==> src/rtl/mem_access_pkg.sv <==
// Shared definitions for the MEM stage: AluOp load/store codes, bus widths,
// FSM state encodings and small op-decode helpers.
package mem_access_pkg;

    localparam int REG_BUS_W  = 32;
    localparam int REG_ADDR_W = 5;
    localparam int ALU_OP_W   = 8;

    localparam logic [REG_ADDR_W-1:0] NOP_REG_ADDR = '0;
    localparam logic [REG_BUS_W-1:0]  ZERO_WORD    = '0;

    localparam logic [ALU_OP_W-1:0] ALU_OP_NOP = 8'b0000_0000;
    localparam logic [ALU_OP_W-1:0] ALU_OP_ADD = 8'b0010_0000;
    localparam logic [ALU_OP_W-1:0] ALU_OP_LB  = 8'b1110_0000;
    localparam logic [ALU_OP_W-1:0] ALU_OP_LH  = 8'b1110_0001;
    localparam logic [ALU_OP_W-1:0] ALU_OP_LW  = 8'b1110_0011;
    localparam logic [ALU_OP_W-1:0] ALU_OP_LBU = 8'b1110_0100;
    localparam logic [ALU_OP_W-1:0] ALU_OP_LHU = 8'b1110_0101;
    localparam logic [ALU_OP_W-1:0] ALU_OP_SB  = 8'b1110_1000;
    localparam logic [ALU_OP_W-1:0] ALU_OP_SH  = 8'b1110_1001;
    localparam logic [ALU_OP_W-1:0] ALU_OP_SW  = 8'b1110_1011;

    typedef enum logic [1:0] {
        ST_IDLE = 2'd0,
        ST_REQ  = 2'd1,
        ST_DONE = 2'd2
    } memState_t;

    typedef enum logic [1:0] {
        SZ_NONE = 2'd0,
        SZ_BYTE = 2'd1,
        SZ_HALF = 2'd2,
        SZ_WORD = 2'd3
    } accessSize_t;

    function automatic logic isLoad(input logic [ALU_OP_W-1:0] op);
        return (op == ALU_OP_LB) || (op == ALU_OP_LBU) || (op == ALU_OP_LH) ||
               (op == ALU_OP_LHU) || (op == ALU_OP_LW);
    endfunction

    function automatic logic isStore(input logic [ALU_OP_W-1:0] op);
        return (op == ALU_OP_SB) || (op == ALU_OP_SH) || (op == ALU_OP_SW);
    endfunction

    function automatic accessSize_t accessSize(input logic [ALU_OP_W-1:0] op);
        case (op)
            ALU_OP_LB, ALU_OP_LBU, ALU_OP_SB: return SZ_BYTE;
            ALU_OP_LH, ALU_OP_LHU, ALU_OP_SH: return SZ_HALF;
            ALU_OP_LW, ALU_OP_SW:             return SZ_WORD;
            default:                          return SZ_NONE;
        endcase
    endfunction

endpackage

==> src/rtl/mem_lane_align.sv <==
// Big-endian byte-lane steering: byte enables and replicated store lanes on the
// way out, lane extraction plus sign/zero extension on the way back.
module mem_lane_align
    import mem_access_pkg::*;
(
    input  logic [ALU_OP_W-1:0]  i_aluop,
    input  logic [1:0]           i_addrLow,
    input  logic [REG_BUS_W-1:0] i_storeData,
    input  logic [REG_BUS_W-1:0] i_loadData,
    output logic [3:0]           o_sel,
    output logic [REG_BUS_W-1:0] o_storeLanes,
    output logic [REG_BUS_W-1:0] o_loadResult
);

    accessSize_t w_size;
    logic        w_zeroExt;
    logic [7:0]  w_byte;
    logic [15:0] w_half;

    // Lane 0 of the address (addr[1:0] = 00) is the most significant byte.
    always_comb begin
        w_size    = accessSize(i_aluop);
        w_zeroExt = (i_aluop == ALU_OP_LBU) || (i_aluop == ALU_OP_LHU);

        case (i_addrLow)
            2'b00:   w_byte = i_loadData[31:24];
            2'b01:   w_byte = i_loadData[23:16];
            2'b10:   w_byte = i_loadData[15:8];
            default: w_byte = i_loadData[7:0];
        endcase
        w_half = i_addrLow[1] ? i_loadData[15:0] : i_loadData[31:16];

        o_sel        = 4'b0000;
        o_storeLanes = ZERO_WORD;
        o_loadResult = ZERO_WORD;
        case (w_size)
            SZ_BYTE: begin
                o_sel        = 4'b1000 >> i_addrLow;
                o_storeLanes = {4{i_storeData[7:0]}};
                o_loadResult = w_zeroExt ? {24'b0, w_byte} : {{24{w_byte[7]}}, w_byte};
            end
            SZ_HALF: begin
                o_sel        = i_addrLow[1] ? 4'b0011 : 4'b1100;
                o_storeLanes = {2{i_storeData[15:0]}};
                o_loadResult = w_zeroExt ? {16'b0, w_half} : {{16{w_half[15]}}, w_half};
            end
            SZ_WORD: begin
                o_sel        = 4'b1111;
                o_storeLanes = i_storeData;
                o_loadResult = i_loadData;
            end
            default: ;
        endcase
    end

endmodule

==> src/rtl/mem_access.sv <==
// MEM stage: passes ALU results to MEM/WB and runs loads/stores as req/ack bus
// transactions, stalling the pipeline meanwhile. Optional MEM_ALIGN_CHECK_EN
// rejects misaligned accesses and adds the misalign_o port.
module mem_access
    import mem_access_pkg::*;
#(
    parameter int BUS_TIMEOUT = 255,
    parameter int TO_W        = 8
) (
    input  logic                  clk,
    input  logic                  rst,
    input  logic [REG_ADDR_W-1:0] mem_wd_i,
    input  logic                  mem_wreg_i,
    input  logic [REG_BUS_W-1:0]  mem_wdata_i,
    input  logic [ALU_OP_W-1:0]   mem_aluop_i,
    input  logic [REG_BUS_W-1:0]  mem_addr_i,
    input  logic [REG_BUS_W-1:0]  mem_reg2_i,
    output logic                  dbus_req,
    output logic                  dbus_we,
    output logic [REG_BUS_W-1:0]  dbus_addr,
    output logic [3:0]            dbus_sel,
    output logic [REG_BUS_W-1:0]  dbus_wdata,
    input  logic                  dbus_ack,
    input  logic [REG_BUS_W-1:0]  dbus_rdata,
    output logic [REG_ADDR_W-1:0] wb_wd,
    output logic                  wb_wreg,
    output logic [REG_BUS_W-1:0]  wb_wdata,
    output logic                  stallreq,
    output logic                  bus_err
`ifdef MEM_ALIGN_CHECK_EN
    ,
    output logic                  misalign_o
`endif
);

    localparam logic [TO_W-1:0] TIMEOUT_LIMIT = TO_W'(BUS_TIMEOUT);

    memState_t             r_state;
    logic                  r_dbusReq;
    logic                  r_dbusWe;
    logic [REG_BUS_W-1:0]  r_dbusAddr;
    logic [3:0]            r_dbusSel;
    logic [REG_BUS_W-1:0]  r_dbusWdata;
    logic [REG_BUS_W-1:0]  r_rdataQ;
    logic                  r_errQ;
    logic [TO_W-1:0]       r_count;

    logic                  w_isLoad;
    logic                  w_memOp;
    logic                  w_misalign;
    logic [3:0]            w_sel;
    logic [REG_BUS_W-1:0]  w_storeLanes;
    logic [REG_BUS_W-1:0]  w_loadResult;
    logic [TO_W-1:0]       w_countNext;
    logic                  w_timeout;

    assign w_isLoad    = isLoad(mem_aluop_i);
    assign w_memOp     = w_isLoad || isStore(mem_aluop_i);
    assign w_countNext = r_count + TO_W'(1);
    assign w_timeout   = (BUS_TIMEOUT != 0) && (w_countNext == TIMEOUT_LIMIT);

`ifdef MEM_ALIGN_CHECK_EN
    assign w_misalign = ((accessSize(mem_aluop_i) == SZ_HALF) && mem_addr_i[0]) ||
                        ((accessSize(mem_aluop_i) == SZ_WORD) && (mem_addr_i[1:0] != 2'b00));
    assign misalign_o = !rst && (r_state == ST_IDLE) && w_misalign;
`else
    assign w_misalign = 1'b0;
`endif

    // Load data comes from the captured bus word, so the load path is only
    // meaningful in DONE; store lanes are used when the request is launched.
    mem_lane_align u_laneAlign (
        .i_aluop      (mem_aluop_i),
        .i_addrLow    (mem_addr_i[1:0]),
        .i_storeData  (mem_reg2_i),
        .i_loadData   (r_rdataQ),
        .o_sel        (w_sel),
        .o_storeLanes (w_storeLanes),
        .o_loadResult (w_loadResult)
    );

    assign dbus_req   = r_dbusReq;
    assign dbus_we    = r_dbusWe;
    assign dbus_addr  = r_dbusAddr;
    assign dbus_sel   = r_dbusSel;
    assign dbus_wdata = r_dbusWdata;

    // Transaction FSM; ack takes priority over a timeout landing in the same cycle.
    always_ff @(posedge clk) begin
        if (rst) begin
            r_state     <= ST_IDLE;
            r_dbusReq   <= 1'b0;
            r_dbusWe    <= 1'b0;
            r_dbusAddr  <= ZERO_WORD;
            r_dbusSel   <= 4'b0000;
            r_dbusWdata <= ZERO_WORD;
            r_rdataQ    <= ZERO_WORD;
            r_errQ      <= 1'b0;
            r_count     <= '0;
        end else begin
            case (r_state)
                ST_IDLE: begin
                    r_count <= '0;
                    r_errQ  <= 1'b0;
                    if (w_memOp && !w_misalign) begin
                        r_state     <= ST_REQ;
                        r_dbusReq   <= 1'b1;
                        r_dbusWe    <= !w_isLoad;
                        r_dbusAddr  <= {mem_addr_i[REG_BUS_W-1:2], 2'b00};
                        r_dbusSel   <= w_sel;
                        r_dbusWdata <= w_storeLanes;
                    end
                end
                ST_REQ: begin
                    if (dbus_ack) begin
                        r_rdataQ  <= dbus_rdata;
                        r_dbusReq <= 1'b0;
                        r_dbusWe  <= 1'b0;
                        r_state   <= ST_DONE;
                    end else if (w_timeout) begin
                        r_dbusReq <= 1'b0;
                        r_dbusWe  <= 1'b0;
                        r_errQ    <= 1'b1;
                        r_state   <= ST_DONE;
                    end else begin
                        r_count <= w_countNext;
                    end
                end
                ST_DONE: begin
                    r_count <= '0;
                    r_state <= ST_IDLE;
                end
                default: r_state <= ST_IDLE;
            endcase
        end
    end

    // MEM/WB and stall outputs; reset overrides everything so the pipeline
    // sees a NOP while rst is high.
    always_comb begin
        wb_wd    = mem_wd_i;
        wb_wreg  = 1'b0;
        wb_wdata = ZERO_WORD;
        stallreq = 1'b0;
        bus_err  = 1'b0;
        if (rst) begin
            wb_wd = NOP_REG_ADDR;
        end else begin
            case (r_state)
                ST_IDLE: begin
                    if (!w_memOp) begin
                        wb_wreg  = mem_wreg_i;
                        wb_wdata = mem_wdata_i;
                    end else if (!w_misalign) begin
                        stallreq = 1'b1;
                    end
                end
                ST_REQ: stallreq = 1'b1;
                ST_DONE: begin
                    if (r_errQ) begin
                        bus_err = 1'b1;
                    end else if (w_isLoad) begin
                        wb_wreg  = mem_wreg_i;
                        wb_wdata = w_loadResult;
                    end
                end
                default: ;
            endcase
        end
    end

endmodule

==> config.mk <==
export PLATFORM = sky130hd
export DESIGN_NAME = mem_access
export DESIGN_NICKNAME = d
export VERILOG_FILES = /design/src/rtl/mem_access_pkg.sv /design/src/rtl/mem_lane_align.sv /design/src/rtl/mem_access.sv
export SDC_FILE = /design/constraint.sdc
export NUM_CORES = 1
export LEC_CHECK = 0
export CORE_ASPECT_RATIO = 1.2
export CORE_MARGIN = 5
export CORE_UTILIZATION = 46
export DETAILED_ROUTE_END_ITERATION = 10
export PLACE_DENSITY = 0.87
export SLEW_MARGIN = 20
export SYNTH_ARGS = -nofsm -noshare
export SYNTH_HDL_FRONTEND = slang
export SYNTH_SLANG_ARGS = --single-unit
==> constraint.sdc <==
create_clock -name clk -period 5.6 [get_ports clk]
set_clock_uncertainty 0.2 [all_clocks]
set_input_delay 0.84 -clock clk [delete_from_list [all_inputs] [get_ports clk]]
set_output_delay 0.84 -clock clk [all_outputs]
set_load 0.01 [all_outputs]
# Word-level counts from Yosys, hierarchy flattened
# Index checks and enable logic that the tools add are counted.
# classes
add_sub_neg	1
eq_ne	21
shifts	1
mux	42
n_reduce_logical	23
# ops
op	count
32-bit two-way mux	6
32-bit one-hot mux with 3 select lines	2
8-bit equality test (second input constant)	9
32-bit one-hot mux with 2 select lines	1
8-bit one-hot mux with 3 select lines	1
16-bit two-way mux	1
8-bit two-way mux	2
8-bit one-hot mux with 2 select lines	1
1-bit two-way mux	15
4-bit one-hot mux with 3 select lines	1
1-bit one-hot mux with 2 select lines	5
3-bit AND reduction	3
8-bit by 1-bit adder with 8-bit output (second input constant)	1
2-bit equality test (second input constant)	4
1-bit logical OR	8
2-bit != test (second input constant)	4
2-bit by 1-bit equality test with 1-bit output (second input constant)	3
2-bit two-way mux	3
2-bit one-hot mux with 3 select lines	1
2-bit AND reduction	3
3-bit OR reduction	2
5-bit two-way mux	1
2-bit logical NOT	2
4-bit two-way mux	1
other kinds (6)	8
# totals
ff_bits	111
in_bits	145
out_inout_bits	110
elab_cells	97

# Logic depth before layout (Yosys ltp)
# Gate-level depths: netlist (run 1).
# logic_depth
depth_word	9
ltp_mapped	7
ltp_nobuf	6

# Modules after synthesis
# From an unflattened synthesis (run 1), not the netlist that was laid out.
# hier_totals
cells_unflattened	783
hier_area_um2	5786.8
# by_module_without_submodules
mod	n_inst	cells_per_inst	area_each_um2	seq_area_each_um2
mem_access	1	598	4524.3	2222.1
mem_lane_align	1	185	1262.5	0.0

# Least setup slack after synthesis (run 1)
# No wires, ideal clock.
# synth_path
kind	input port to output port
startpoint	input mem_aluop_i[4]
endpoint	output wb_wdata[15]
t_arrival_ns	2.223
t_required_ns	4.560
path_slack_ns	2.337
cell_stages	5
n_path_buf	1
path_cell_list	nand4b_4 > buf_2 > nor3_1 > a221oi_1 > o2bb2ai_1
# synth_between
elab_chain_cells	9
elab_cells_between_ends	30
cone_classes	eq/ne (11); mux (8); reduce/logical (11)
# synth_lines
element	line_no	text
start, declared	mem_access.sv:15	input logic [ALU_OP_W-1:0] mem_aluop_i,
8-bit equality test (on tied branches)	n/a	
3-bit OR reduction (tied with other cells)	mem_access_pkg.sv:46	case (op)
2-bit one-hot mux with 3 select lines or 1-bit logical OR (tied branches)	mem_access_pkg.sv:46, mem_access_pkg.sv:37	
2-bit equality test (tied with other cells)	mem_lane_align.sv:36	case (w_size)
32-bit one-hot mux with 3 select lines or 1-bit logical OR (tied branches)	mem_lane_align.sv:36, mem_access_pkg.sv:38	
32-bit two-way mux or 1-bit logical OR (tied branches)	mem_access.sv:162, mem_access.sv:58	
32-bit two-way mux (on tied branches)	mem_access.sv:160, mem_access.sv:151	
32-bit one-hot mux with 2 select lines (*)	mem_access.sv:149	case (r_state)
32-bit two-way mux (*)	mem_access.sv:146	if (rst) begin
end, declared	mem_access.sv:27	output logic [REG_BUS_W-1:0] wb_wdata,
# Every way passes the cells marked *; elsewhere a longest branch is shown, timed or not.

# Worst setup path after layout (run 1)
# layout_path
startpoint	input mem_aluop_i[0]
endpoint	output wb_wdata[28]
# The elaborated chain is that of the path after synthesis.

==> results.md, run 1 <==
* Crit path max-delay family: buffers and inverters
* Vias per cell at 5.69
* Commonest non-fill, non-tap cell in the layout: clkdlybuf4s50_1
* Final total power at 1730 µW
* DIE HEIGHT at 132 µm
* First-pass GRT wire length at 30600 µm
* Asr flop ratio synth at 0%
* Syn_area_per_cell at 8.07 µm²
* Req. time, crit path at between 4 and 5 ns
* Maximum clock frequency at 206 MHz
* Clk root buf: clkbuf_16
* Pleak at 0.00305 µW
* Core area at 12200 µm²
* HP Class: register to register
* Worst-Margin Slew at 0.924 ns
* Area growth from synthesis to layout at 49.7%
* CTS Hold Bufs at 0
* Synth top area cells: dfxtp_1 (39%), nand2_1 (9.9%), a21oi_1 (6.6%)
* RSZ-0062 raised after global routing: no
* Total gr overflow at 0
* Pre-CTS setup slack at 0.822 ns
* DR vias at 6200
* Worst slew margin at 38.4%
* Final TNS setup at 0 ns
* Number of buffers and inverters on the critical path at 2
* Worst EP arrival at 3.83 ns
* DR pass1 iterations at 7
* Layout cells sized above 1 at 6.36%
* Setup crit end kind: output port
* TritonCTS Buffers at 9
* CTS sink count at 111
* Psw at 413 µW
* P_int at 1320 µW
* Crit-path max FO at 24
* Sequential power share at 46.4%
* Most used cell, CP: clkdlybuf4s50_1
* Largest net degree at the start of global routing at 81
* Sw Ratio at between 20% and 30%
* Vias in the first global route at around 5800
* EDFF count, synth at 0
* Max-capacitance violation count at 0
* Hold EP: dbus_addr[25]
* Setup Crit Path Kind: input port to output port
* Tcrit/Tclk final at 86.9%
* Status: finished clean
* Post-CTS resize count at 0
* HP Start: dbus_addr[25]
* Nets at 1071
* Post-synth top area share at 38.7%
* Yosys cell types at 69
* Fin. max-slew vios at 0
* Most frequent cells in the layout: clkdlybuf4s50_1 (251), nand2_1 (150), dfxtp_1 (111)
* Setup violations, final at 0
* Starting density of the core at 47.1%
* Max incr delay on CP at 0.80 ns
* Worst VDD drop at 0.156 mV
* Final WL at roughly 20000 µm
* Worst-case reg-to-reg path depth at 5
* Hold Path Cell Cnt at 2
* Seq/Total Area, Yosys at between 30 and 40%
* Row Count at 44
* Routed wire per std cell at 18.4 µm
* Origin of the critical flop-to-flop path: r_state[0]
* H-tree depth at 3
* Synth area leader: dfxtp_1
* TritonCTS clock tree: built
* Clock latency on the worst-skew pair at between 0.3 and 0.4 ns
* Gate Count Post-Synth at 711
* PwrDens at around 200 nW/µm²
* Drt first-iter violations at 350
* Post-Syn Area at 5740 µm²
* Hold slack at 0.254 ns
* Crit path max-delay cell type: and3_1
* Fin crit period at 4.87 ns
* Die area at 14800 µm²
* PortBufs at 252
* Post-DP HPWL at 15200 µm
* GR Util All Layers at approximately 25%
* Crit. path cell count at 6
* Placer Congestion at a little under 0.9
* Comb pwr share at 15.3%
* CTS max path bufs at 2
* I/O pins at approximately 260
* DRC viols at 0
* Flop-to-flop setup slack at 2.66 ns
* Crit Reg-Reg Endpoint: dbus_wdata[13]
* CP Cell Sequence: clkdlybuf4s50_1, nor2b_1, o211ai_2, and3_1, a22o_1, clkdlybuf4s50_1
* Setup crit start kind: input port
* Reg clk slew, reported paths at 0.08 ns
* Antenna-violating nets left at 0
* Clock power frac at roughly two fifths
* Worst setup margin at 0.734 ns
* Initial antenna violation count at 1
* Primary FF master, synth: dfxtp_1
* Syn. warnings at 0
* Seq cells post-synth at 111
* Final hold viol count at 0
* Die X at 112 µm
* Post-CTS setup buffer count at 0
cell type report:
| class | count | area (µm²) |
|---|---|---|
| antenna | 1 | 2.50 |
| clock buffer | 10 | 239 |
| clock inverter | 5 | 66.3 |
| fill | 986 | 3580 |
| inverter | 12 | 45.0 |
| multi-input combinational | 528 | 3220 |
| sequential | 111 | 2220 |
| tap | 161 | 201 |
| timing repair buffer | 262 | 2590 |
metal layers:
layer,routed length (µm),global-route usage (%),up-vias
li1,-,-,2979
met1,7620,28.6,2885
met2,9880,43.6,282
met3,1700,7.30,54
met4,813,13.4,0
met5,0,0,-
worst max-delay path by stage:
| stage | startpoint | slack (ns) | end |
|---|---|---|---|
| finish | mem_aluop_i[0] | 0.73 | wb_wdata[28] |
| global placement | mem_aluop_i[0] | 0.91 | wb_wdata[27] |
| global route | mem_aluop_i[0] | 0.57 | wb_wdata[18] |
| floorplan | mem_aluop_i[4] | 2.34 | wb_wdata[15] |
| CTS | mem_aluop_i[0] | 0.80 | wb_wdata[28] |
| detailed placement | mem_aluop_i[0] | 0.82 | wb_wdata[28] |
stage by stage:
step	cells	utilization, %	area [µm²]
3_5_place_dp	1074	68.0	8280
4_1_cts	1089	70.5	8580
2_1_floorplan	712	-	5740
6_report	1090	70.6	8590
5_1_grt	1090	70.6	8590
3_3_place_gp	1074	68.0	8280
registers in the layout (all words and copies together) (netlist names):
register    count
dbus_wdata     32
r_rdataQ       32
dbus_addr      30
r_count         8
dbus_sel        4
r_state         2
dbus_req        1
dbus_we         1
r_errQ          1
worst register-to-register path: stages (launching register included):
cell	delay, ns
dfxtp_1	0.39
nor2_1	0.71
o2111ai_4	0.61
buf_4	0.45
a221oi_1	0.30
nor3_1	0.11
power groups by stage:
stage | Combinational, µW | Sequential [µW] | Clock, µW
floorplan | 90.5 | 823 | 0
global placement | 260 | 820 | 0
detailed placement | 262 | 821 | 0
CTS | 264 | 802 | 672
global route | 281 | 803 | 704
finish | 265 | 802 | 662
cell usage after synthesis (3+ instances only):
master / instances
a2111oi_0: 3
a211oi_1: 4
a21oi_1: 76
a221oi_1: 24
a22o_1: 17
a31oi_1: 10
and2_1: 4
and3_1: 12
and4b_1: 4
buf_1: 6
buf_2: 16
clkbuf_1: 35
dfxtp_1: 111
inv_1: 12
mux2_2: 9
mux2i_1: 10
nand2_1: 151
nand2b_1: 11
nand3_1: 26
nand4_1: 4
nor2_1: 34
nor2b_1: 7
nor3_1: 21
o211a_1: 8
o21ai_0: 9
o221ai_1: 8
o2bb2ai_1: 24
or2_2: 3
cell families (layout without fill, tap and decap cells):
logic type      after synthesis  count (layout)  share of synthesized area, %
simple gates                300             300                          25.1
fa+ha+maj                     2               2                         0.436
xor+xnor                      4               4                         0.611
other cells                   1               3                        0.0654
flops                       111             111                          38.7
mux                          20              20                          3.90
compound gates              200             200                          25.4
buf+inv                      73             289                          5.74
No activity file was read; power rests on OpenSTA's default activity.
==> inputs of run 2 (changes only) <==
- CORE_UTILIZATION: 46 -> 38
- PLACE_DENSITY: 0.87 -> 0.77
- clock period: 5.6 -> 4.05 ns (I/O delays scaled with it)
==> results.md, run 2 (synthesized netlist as in run 1, its figures left out) <==
* Sequential power share at 46.9% (+0.5 points)
* Max-capacitance violation count at 0 (unchanged)
* Die X at 122 µm (+9.1%)
* Vias in the first global route at 5805 (+0.42%)
* Core area at 14900 µm² (+22%)
* Req. time, crit path at 3.24 ns (-1.32 ns)
* Clock power frac at 37.1% (-1.2 points)
* DR vias at 6194 (-0.097%)
* Filler cells at 1371 (+39%)
* I/O pins at 255 (unchanged)
* Crit path max-delay cell type: clkdlybuf4s50_1
* TritonCTS clock tree: built
* Dpl cells at 1135 (+5.7%)
* GR Util All Layers at 21.9% (-3.6 points)
* Worst VDD drop at 0.176 mV (+13%)
* Max incr delay on CP at 0.56 ns (-0.24 ns)
* Sw Ratio at 25.4% (+1.5 points)
* Tcrit/Tclk final at ~96%
* PwrDens at 269 nW/µm² (+34%)
* Fin crit period at slightly below 4 ns
* P_int at 1760 µW (+34%)
* Area growth from synthesis to layout at 53.3%
* Vias per cell at 5.38 (-5.5%)
* Total gr overflow at 0 (unchanged)
* Status: finished clean
* Final TNS setup at 0 ns (unchanged)
* Die area at 17700 µm² (+19%)
* Commonest non-fill, non-tap cell in the layout: clkdlybuf4s50_1
* Clk root buf: clkbuf_16
* HP Class: register to register
* Clock latency on the worst-skew pair at 0.34 ns (about the same)
* DRC viols at 0 (unchanged)
* Maximum clock frequency at 258 MHz
* TritonCTS Buffers at 9 (unchanged)
* Drt first-iter violations at 400 (+14%)
* Reg clk slew, reported paths at 0.07 ns (about the same)
* RSZ-0062 raised after global routing: no
* Nets at 1089 (+1.7%)
* DR pass1 iterations at 5 (-2)
* Worst-Margin Slew at 0.712 ns (-0.212 ns)
* DIE HEIGHT at 145 µm (+9.3%)
* PortBufs at 252 (unchanged)
* Worst slew margin at 52.5% (+14 points)
* Final hold viol count at 0 (unchanged)
* Most frequent cells in the layout: clkdlybuf4s50_1 (251), nand2_1 (150), dfxtp_1 (111)
* First-pass GRT wire length at 30800 µm (+0.61%)
* Initial antenna violation count at 1 (unchanged)
* Psw at 602 µW (+46%)
* Starting density of the core at 38.5% (-8.6 points)
* Pleak at 0.00314 µW (+3.0%)
* Worst EP arrival at 3.07 ns (-0.76 ns)
* Post-CTS resize count at 0 (unchanged)
* Post-CTS setup buffer count at 0 (unchanged)
* Setup crit end kind: output port
* Post-DP HPWL at 15400 µm (+1.7%)
* CP Cell Sequence: clkdlybuf4s50_1, or4b_4, a211oi_4, o21ai_0, a31oi_1, clkdlybuf4s50_1
* CTS Hold Bufs at 0 (unchanged)
* Setup violations, final at 0 (unchanged)
* CTS max path bufs at 2 (unchanged)
* CTS sink count at 111 (unchanged)
* Setup Crit Path Kind: input port to output port
* Final WL at 20400 µm (+1.8%)
* Placer Congestion at 0.889 (+2.3%)
* Routed wire per std cell at 17.7 µm (-3.7%)
* H-tree depth at 3 (unchanged)
* Fin. max-slew vios at 0 (unchanged)
* Non-Filler Instances at 1152 (+5.7%)
* Crit-path max FO at 10 (-58%)
* Most used cell, CP: clkdlybuf4s50_1
* Setup crit start kind: input port
* Layout cells sized above 1 at 8.03% (+1.7 points)
* Largest net degree at the start of global routing at 65 (-20%)
* Row Count at 49 (+11%)
* Antenna-violating nets left at 0 (unchanged)
* Comb pwr share at 16.1% (+0.8 points)
[run 2: changes by cell type in the layout (fill, tap and decap cells not counted), sizes merged]
cell / previous run / this run
inv: 13 / 14
clkinv: 2 / 4
clkinvlp: 1 / 0
bufinv: 1 / 0
buf: 11 / 29
[run 2: worst paths after layout]
check / from / to / slack [ns] / depth (start not counted)
max: mem_aluop_i[3] / wb_wdata[0] / 0.18 / 6
min: dbus_addr[22] / dbus_addr[22] / 0.25 / 2
max reg2reg: r_count[0] / dbus_req / 1.99 / 6
min reg2reg: dbus_addr[22] / dbus_addr[22] / 0.25 / 2
[run 2: metrics by stage]
| step | worst slack, ns | hold slack, ns | util (%) | total power (µW) | area [µm²] |
|---|---|---|---|---|---|
| 4_1_cts | 0.188 | 0.257 | 59.0 | 2390 | 8790 |
| 2_1_floorplan | 1.25 | 0.237 | - | 1260 | 5740 |
| 3_5_place_dp | 0.205 | 0.246 | 57.0 | 1510 | 8490 |
| 6_report | 0.175 | 0.254 | 59.0 | 2370 | 8790 |
| 3_3_place_gp | 0.267 | 0.237 | 57.0 | 1510 | 8490 |
| 5_1_grt | 0.0298 | 0.272 | 59.0 | 2460 | 8790 |
[run 2: cell type report]
cell class                      count  area [µm²]  area share [%]
Multi-Input combinational cell    528        3210            36.6
Timing Repair Buffer              280        2760            31.3
Sequential cell                   111        2220            25.3
Tap cell                          204         255            2.90
Clock buffer                       10         229            2.60
Clock inverter                      6        67.6           0.769
Inverter                           12        45.0           0.512
Antenna cell                        1        2.50          0.0285
[run 2: critical path, delay by kind of cell]
kind | cells | cell delay, ns
AOI/OAI and AO/OA | 3 | 0.86
buffers and inverters | 2 | 1.04
and+or+nand+nor | 1 | 0.55
[run 2: power groups by stage]
stage	Clock (µW)	Sequential, µW	Combinational, µW
floorplan	0	1140	125
global placement	0	1130	376
detailed placement	0	1130	378
CTS	903	1110	380
global route	942	1110	405
finish	877	1110	380
[run 2: metal layers]
layer	wire (µm)	up-vias	global-route usage [%]
met2	10100	258	37.1
met5	0	-	0
met1	7940	2879	26.1
met4	695	0	9.14
li1	-	3017	-
met3	1690	40	6.06
